### src/rtl/speed2phase_pkg.sv
// Shared formats and constants for the speed/phase conversion pair.
// Speed is signed 6Q10 and phase is signed 9Q10; the estimator uses SCALE, this block uses INV_SCALE.
package speed2phase_pkg;

    localparam int PHASE_W   = 19;
    localparam int SPEED_W   = 16;
    localparam int FRAC_W    = 10;
    localparam int PROD_W    = 32;

    localparam int SCALE     = 20450;
    localparam int INV_SCALE = 26253;
    localparam int INV_SHIFT = 12;
    localparam int EST_SHIFT = 17;

    typedef enum logic [1:0] {
        ST_IDLE = 2'd0,
        ST_CALC = 2'd1,
        ST_EMIT = 2'd2
    } state_t;

endpackage

### src/rtl/speed2phase_scale.sv
// Registered signed multiply by a fixed unsigned coefficient, followed by a floor shift/slice.
// Output is valid one clock after the input strobe.
module speed2phase_scale
    import speed2phase_pkg::*;
#(
    parameter int                DATA_W = SPEED_W,
    parameter int                COEF_W = 16,
    parameter logic [COEF_W-1:0] COEF   = COEF_W'(INV_SCALE),
    parameter int                SHIFT  = INV_SHIFT,
    parameter int                OUT_W  = PHASE_W
) (
    input  logic                     clock,
    input  logic                     reset,
    input  logic                     vld_p0,
    input  logic signed [DATA_W-1:0] data_p0,
    output logic                     vld_p1,
    output logic signed [OUT_W-1:0]  data_p1
);

    localparam int PW = DATA_W + COEF_W;

    logic signed [PW-1:0] data_ext_p0;
    logic signed [PW-1:0] coef_ext_p0;
    logic signed [PW-1:0] prod_p0;
    logic signed [PW-1:0] prod_p1;

    // Dropping low bits of a two's-complement word is a floor, so negative inputs round down.
    function automatic logic signed [OUT_W-1:0] floor_shift(input logic signed [PW-1:0] p);
        return OUT_W'(p >>> SHIFT);
    endfunction

    // The coefficient is zero-extended so it always acts as a positive gain.
    assign data_ext_p0 = {{(PW-DATA_W){data_p0[DATA_W-1]}}, data_p0};
    assign coef_ext_p0 = {{(PW-COEF_W){1'b0}}, COEF};
    assign prod_p0     = data_ext_p0 * coef_ext_p0;

    // p0 -> p1: product register
    always_ff @(posedge clock or negedge reset) begin
        if (!reset) begin
            vld_p1  <= 1'b0;
            prod_p1 <= '0;
        end else begin
            vld_p1 <= vld_p0;
            if (vld_p0) begin
                prod_p1 <= prod_p0;
            end
        end
    end

    assign data_p1 = floor_shift(prod_p1);

endmodule

### src/rtl/speed2phase.sv
// Speed-to-phase stimulus source: converts a 6Q10 speed word to a 9Q10 phase and
// presents it on 2**N + 1 consecutive sample strobes, then returns to IDLE.
module speed2phase
    import speed2phase_pkg::*;
#(
    parameter int N         = 6,
    parameter int INV_SCALE = speed2phase_pkg::INV_SCALE
) (
    input  logic                      clock,
    input  logic                      reset,
    input  logic signed [SPEED_W-1:0] speed,
    input  logic                      speed_valid,
    output logic                      speed_ready,
    input  logic                      sample,
    output logic signed [PHASE_W-1:0] phase,
    output logic                      phase_valid,
    output logic                      block_done
);

    localparam int               CNT_W     = N + 2;
    localparam logic [CNT_W-1:0] BLOCK_LEN = CNT_W'((1 << N) + 1);

    state_t                      state;
    state_t                      state_nxt;
    logic [CNT_W-1:0]            cnt;
    logic signed [SPEED_W-1:0]   speed_p0;
    logic                        vld_p0;
    logic                        vld_p1;
    logic signed [PHASE_W-1:0]   phase_p1;
    logic                        xfer;
    logic                        emit_strobe;
    logic                        last_strobe;

    assign speed_ready = (state == ST_IDLE);
    assign xfer        = speed_valid && speed_ready;
    assign emit_strobe = (state == ST_EMIT) && sample;
    assign last_strobe = emit_strobe && (cnt == CNT_W'(1));
    assign vld_p0      = (state == ST_CALC);

    speed2phase_scale #(
        .DATA_W (SPEED_W),
        .COEF_W (16),
        .COEF   (16'(INV_SCALE)),
        .SHIFT  (INV_SHIFT),
        .OUT_W  (PHASE_W)
    ) u_scale (
        .clock   (clock),
        .reset   (reset),
        .vld_p0  (vld_p0),
        .data_p0 (speed_p0),
        .vld_p1  (vld_p1),
        .data_p1 (phase_p1)
    );

    always_ff @(posedge clock or negedge reset) begin
        if (!reset) begin
            state <= ST_IDLE;
        end else begin
            state <= state_nxt;
        end
    end

    always_comb begin
        state_nxt = state;
        case (state)
            ST_IDLE: if (xfer) state_nxt = ST_CALC;
            ST_CALC: state_nxt = ST_EMIT;
            ST_EMIT: if (last_strobe) state_nxt = ST_IDLE;
            default: state_nxt = ST_IDLE;
        endcase
    end

    // Strobes outside EMIT never reach the counter, so IDLE and CALC cannot shorten a block.
    always_ff @(posedge clock or negedge reset) begin
        if (!reset) begin
            speed_p0    <= '0;
            cnt         <= '0;
            phase       <= '0;
            phase_valid <= 1'b0;
            block_done  <= 1'b0;
        end else begin
            phase_valid <= emit_strobe;
            block_done  <= last_strobe;
            if (xfer) begin
                speed_p0 <= speed;
            end
            if (state == ST_CALC) begin
                cnt <= BLOCK_LEN;
            end else if (emit_strobe) begin
                cnt <= cnt - 1'b1;
            end
            // p1 -> output: phase stays put in IDLE so the downstream sees a continuous signal
            if (vld_p1) begin
                phase <= phase_p1;
            end
        end
    end

endmodule

### config.mk
export PLATFORM = sky130hd
export DESIGN_NAME = speed2phase
export DESIGN_NICKNAME = d
export VERILOG_FILES = /design/src/rtl/speed2phase_pkg.sv /design/src/rtl/speed2phase_scale.sv /design/src/rtl/speed2phase.sv
export SDC_FILE = /design/constraint.sdc
export NUM_CORES = 1
export LEC_CHECK = 0
export BUFFER_PORTS_ARGS = -buffer_cell sky130_fd_sc_hd__buf_2
export CORE_MARGIN = 4
export CORE_UTILIZATION = 57
export DETAILED_ROUTE_END_ITERATION = 8
export PLACE_DENSITY = 0.77
export SLEW_MARGIN = 20
export SYNTH_ARGS = -nofsm -noshare
export SYNTH_HDL_FRONTEND = slang
export SYNTH_HIERARCHICAL = 1
export SYNTH_SLANG_ARGS = --single-unit
### constraint.sdc
create_clock -name clock -period 4.83 [get_ports clock]
set_input_delay 0 -clock clock [delete_from_list [all_inputs] [get_ports clock]]
set_output_delay 0 -clock clock [all_outputs]
set_load 0.05 [all_outputs]
==> results.txt <==
syn_area_per_cell = 10.3 um^2
TritonCTS buffer count = 9
post-route ant nets = 0
Starting Density = 0.588
n_diodes = 0
first-pass GRT wire length = 31.3 mm
final setup vio count = 9
Top Usage Layer GRT = met2
Leak = 5.31 nW
final-stage net count = 1134
CTS tree = yes
leading area contributor after synthesis = fa_1
Slowest cell on crit path = fa_2
RSZ-0062 raised after global routing = yes
max_slew headroom = 0.425
Max-Cap Viols = 0
Setup WS post-layout = -107 ps
clk_skew = 6.81 ps
drt initial violations = 325
area of the core = 13300 um^2
highest clock rate = 203 MHz
min-delay src = speed_valid
root buffer cell = clkbuf_16
Distinct cells, synth = 72
Sequential cell area = 1690 um^2
DRC = 0
Vias = 5812
area of the multi-input gates = 5840 um^2
DP HPWL = 14.7 mm
Netlist Area Pre-Place = 7840 um^2
hold depth = 2
Fillers = 945
outcome = complete, but fails checks
Reg clk slew, reported paths = 60 ps
failing checks = setup timing
initial antenna violation count = 0
vias in the first global route = 6451
crit path kind = reg -> reg
Yosys reg bits = 67
sequential fraction of the synthesis area = 0.214
Final Cycle Share = 1.02
Worst Hold End = state[0]
Synth Instances = 758
crit path time final = 4940 ps
Ports = 42
top cell type's share of synthesized area = 0.222
Slew @ Worst Pin = 863 ps
Worst Hold Class = in -> reg
largest net degree at the start of global routing = 68
fin. max-slew vios = 0
Hold Vio Cnt, Final = 0
drt wl/cell = 16.8 um
CP max stage delay = 570 ps
met3 Resource Use GR = 0.0486
global placer's final weighted congestion = 0.901
PortBufs = 41
M1 GR Usage = 0.326
Worst EP arrival = 5170 ps
Core Rows = 42
ranking of synthesized cells by area = fa_1 22%, dfrtp_1 21%, ha_1 20%, inv_1 8.8%, mux2_2 4.6%
ys flop type = dfrtp_1
FF-to-FF End = u_scale/prod_p1[26]
total gr overflow = 0
reg-to-reg critical path startpoint = speed_p0[1]
Critical Path Most Common Cell = fa_1
PD cells = 552 nW/um^2
worst hold slack = 47.8 ps
Clock Sinks = 67
share of layout cells above drive strength 1 = 0.317
DIE AREA = 15700 um^2
area grow syn2layout = 25.7%
CP endpoint kind = flop
worst endpoint required time = 5070 ps
vias per std cell = 5.36
CTS H-tree depth = 3
startpoint types = flop
worst path cell trace = ha_4 > xor2_1 > ha_2 > fa_1 > inv_1 > fa_2 > fa_1 > fa_1 > inv_2 > ha_4 > a21oi_4 > o21ai_2 > a221oi_2 > o21ai_1 > or3_1 > a31o_1
Post-synth EDFFs = 0
chip width = 125 um
R2R depth = 16
GR Layer Usage met2 = 0.415
reg2reg setup slack = -110 ps
Final TNS setup = -453 ps
VDD IR-drop max = 0.344 mV
Clk Latency, worst-skew pair = 340 ps
die height = 125 um
CP Max Fanout = 6
Synthesized Nets = 988
clk buf depth = 2
Ys Warns = 6
Initial DRT Pass Iterations = 5
ys async rst share = 1.00
total wire length = 18.3 mm
Global Route Usage Sum = 0.247
-- metrics by stage --
stage               total power, mW  cell area, um^2  worst slack, ps  std cells  utilization
global route                   5.96             9860             -253       1085        0.739
finish                         5.44             9860             -107       1085        0.739
global placement               4.11             8870             -149       1039        0.664
detailed placement             4.23             8870             -237       1039        0.664
floorplan                      3.18             7940            -19.8        758            -
CTS                            5.33             9690             -108       1078        0.726
-- area by class of cell --
type | instances | share of cell area
Timing Repair Buffer | 152 | 0.112
Tap cell | 176 | 0.0223
Inverter | 184 | 0.0700
Clock buffer | 9 | 0.0228
Clock inverter | 7 | 0.0101
Sequential cell | 67 | 0.171
Multi-Input combinational cell | 490 | 0.592
-- flip-flops by register name, indices dropped and copies added (netlist names) --
name,count
phase,19
u_scale/prod_p1,19
speed_p0,16
cnt,8
state,2
block_done,1
phase_valid,1
u_scale/vld_p1,1
-- cell usage after synthesis, types with 3 or more instances --
cell / instances
inv_1: 183
ha_1: 123
fa_1: 87
dfrtp_1: 67
mux2_2: 32
nand2_1: 32
a21oi_1: 18
nor2_1: 18
xnor2_1: 17
nand3_1: 14
mux2_4: 9
nor3_1: 9
o21ai_0: 9
a21o_1: 8
and3_1: 8
a21oi_2: 6
buf_2: 6
mux2i_1: 6
o21a_1: 6
xor2_1: 6
clkbuf_1: 5
nand4_1: 5
o211ai_1: 5
a211o_1: 4
nor4_1: 4
a31oi_1: 3
and4_1: 3
nor2b_1: 3
o21ai_1: 3
o221ai_1: 3
-- kinds of logic after synthesis --
family                   Yosys count  share of synthesized area
adder cells (fa/ha/maj)          210                      0.418
AO/OA/AOI/OAI                     97                     0.0957
multiplexers                      47                     0.0708
AND/OR/NAND/NOR                  113                     0.0748
XOR/XNOR                          23                     0.0257
flip-flops                        67                      0.214
buffers and inverters            201                      0.101
-- layout by cell type, fill, tap and decap left out, drive strengths merged, types with 3 or more instances in the layout --
| cell type | count |
|---|---|
| a211o | 4 |
| clkinv | 4 |
| mux2i | 6 |
| xor2 | 6 |
| clkbuf | 9 |
| a31oi | 3 |
| buf | 135 |
| dlygate4sd3 | 17 |
| nor2b | 3 |
| o221ai | 3 |
| mux2 | 41 |
| and2 | 3 |
| dfrtp | 67 |
| nor2 | 18 |
| inv | 185 |
| fa | 87 |
| o31ai | 3 |
| nor4 | 5 |
| a21oi | 24 |
| a21o | 8 |
| and4 | 3 |
| nand2 | 33 |
| o211ai | 6 |
| nand3 | 15 |
| xnor2 | 17 |
| nand4 | 5 |
| ha | 123 |
| o21a | 6 |
| nor3 | 11 |
| a211oi | 4 |
| and3 | 8 |
| o21ai | 13 |
-- metal layers --
metal | vias up | share of wire
li1 | 2774 | -
met1 | 2864 | 0.44
met2 | 145 | 0.49
met3 | 29 | 0.050
met4 | 0 | 0.020
met5 | - | 0
-- worst max-delay path, delay by kind of cell, from the launching register on --
family | cells | cell delay, ps
and+or+nand+nor | 1 | 310
DFF | 1 | 460
AOI/OAI and AO/OA | 5 | 880
adders and majority gates | 7 | 2900
xor gates and xnor gates | 1 | 170
buffers and inverters | 2 | 110
-- report_power, final --
group	internal, mW	switching (mW)	total (mW)
Sequential	0.636	0.101	0.738
Combinational	1.82	2.18	3.99
Clock	0.455	0.258	0.712
-- timing repair --
item / CTS / global route
gates resized for setup: 56 / 33
endpoints found under the hold margin: 83 / 0
pin swaps: 33 / 32
endpoints found under the setup margin: 18 / 18
gates cloned: 0 / 0
hold buffers: 17 / 0
buffers inserted: 6 / 7
-- worst max-delay path by stage --
stage | from | depth (start not counted) | endpoint
2_1_floorplan | speed_p0[5] | 17 | u_scale/prod_p1[26]
3_3_place_gp | speed_p0[4] | 16 | u_scale/prod_p1[26]
6_report | speed_p0[1] | 16 | u_scale/prod_p1[26]
4_1_cts | speed_p0[4] | 17 | u_scale/prod_p1[30]
5_1_grt | speed_p0[1] | 16 | u_scale/prod_p1[26]
3_5_place_dp | speed_p0[1] | 16 | u_scale/prod_p1[25]
Note: power is estimated with default switching activity, not from simulation.
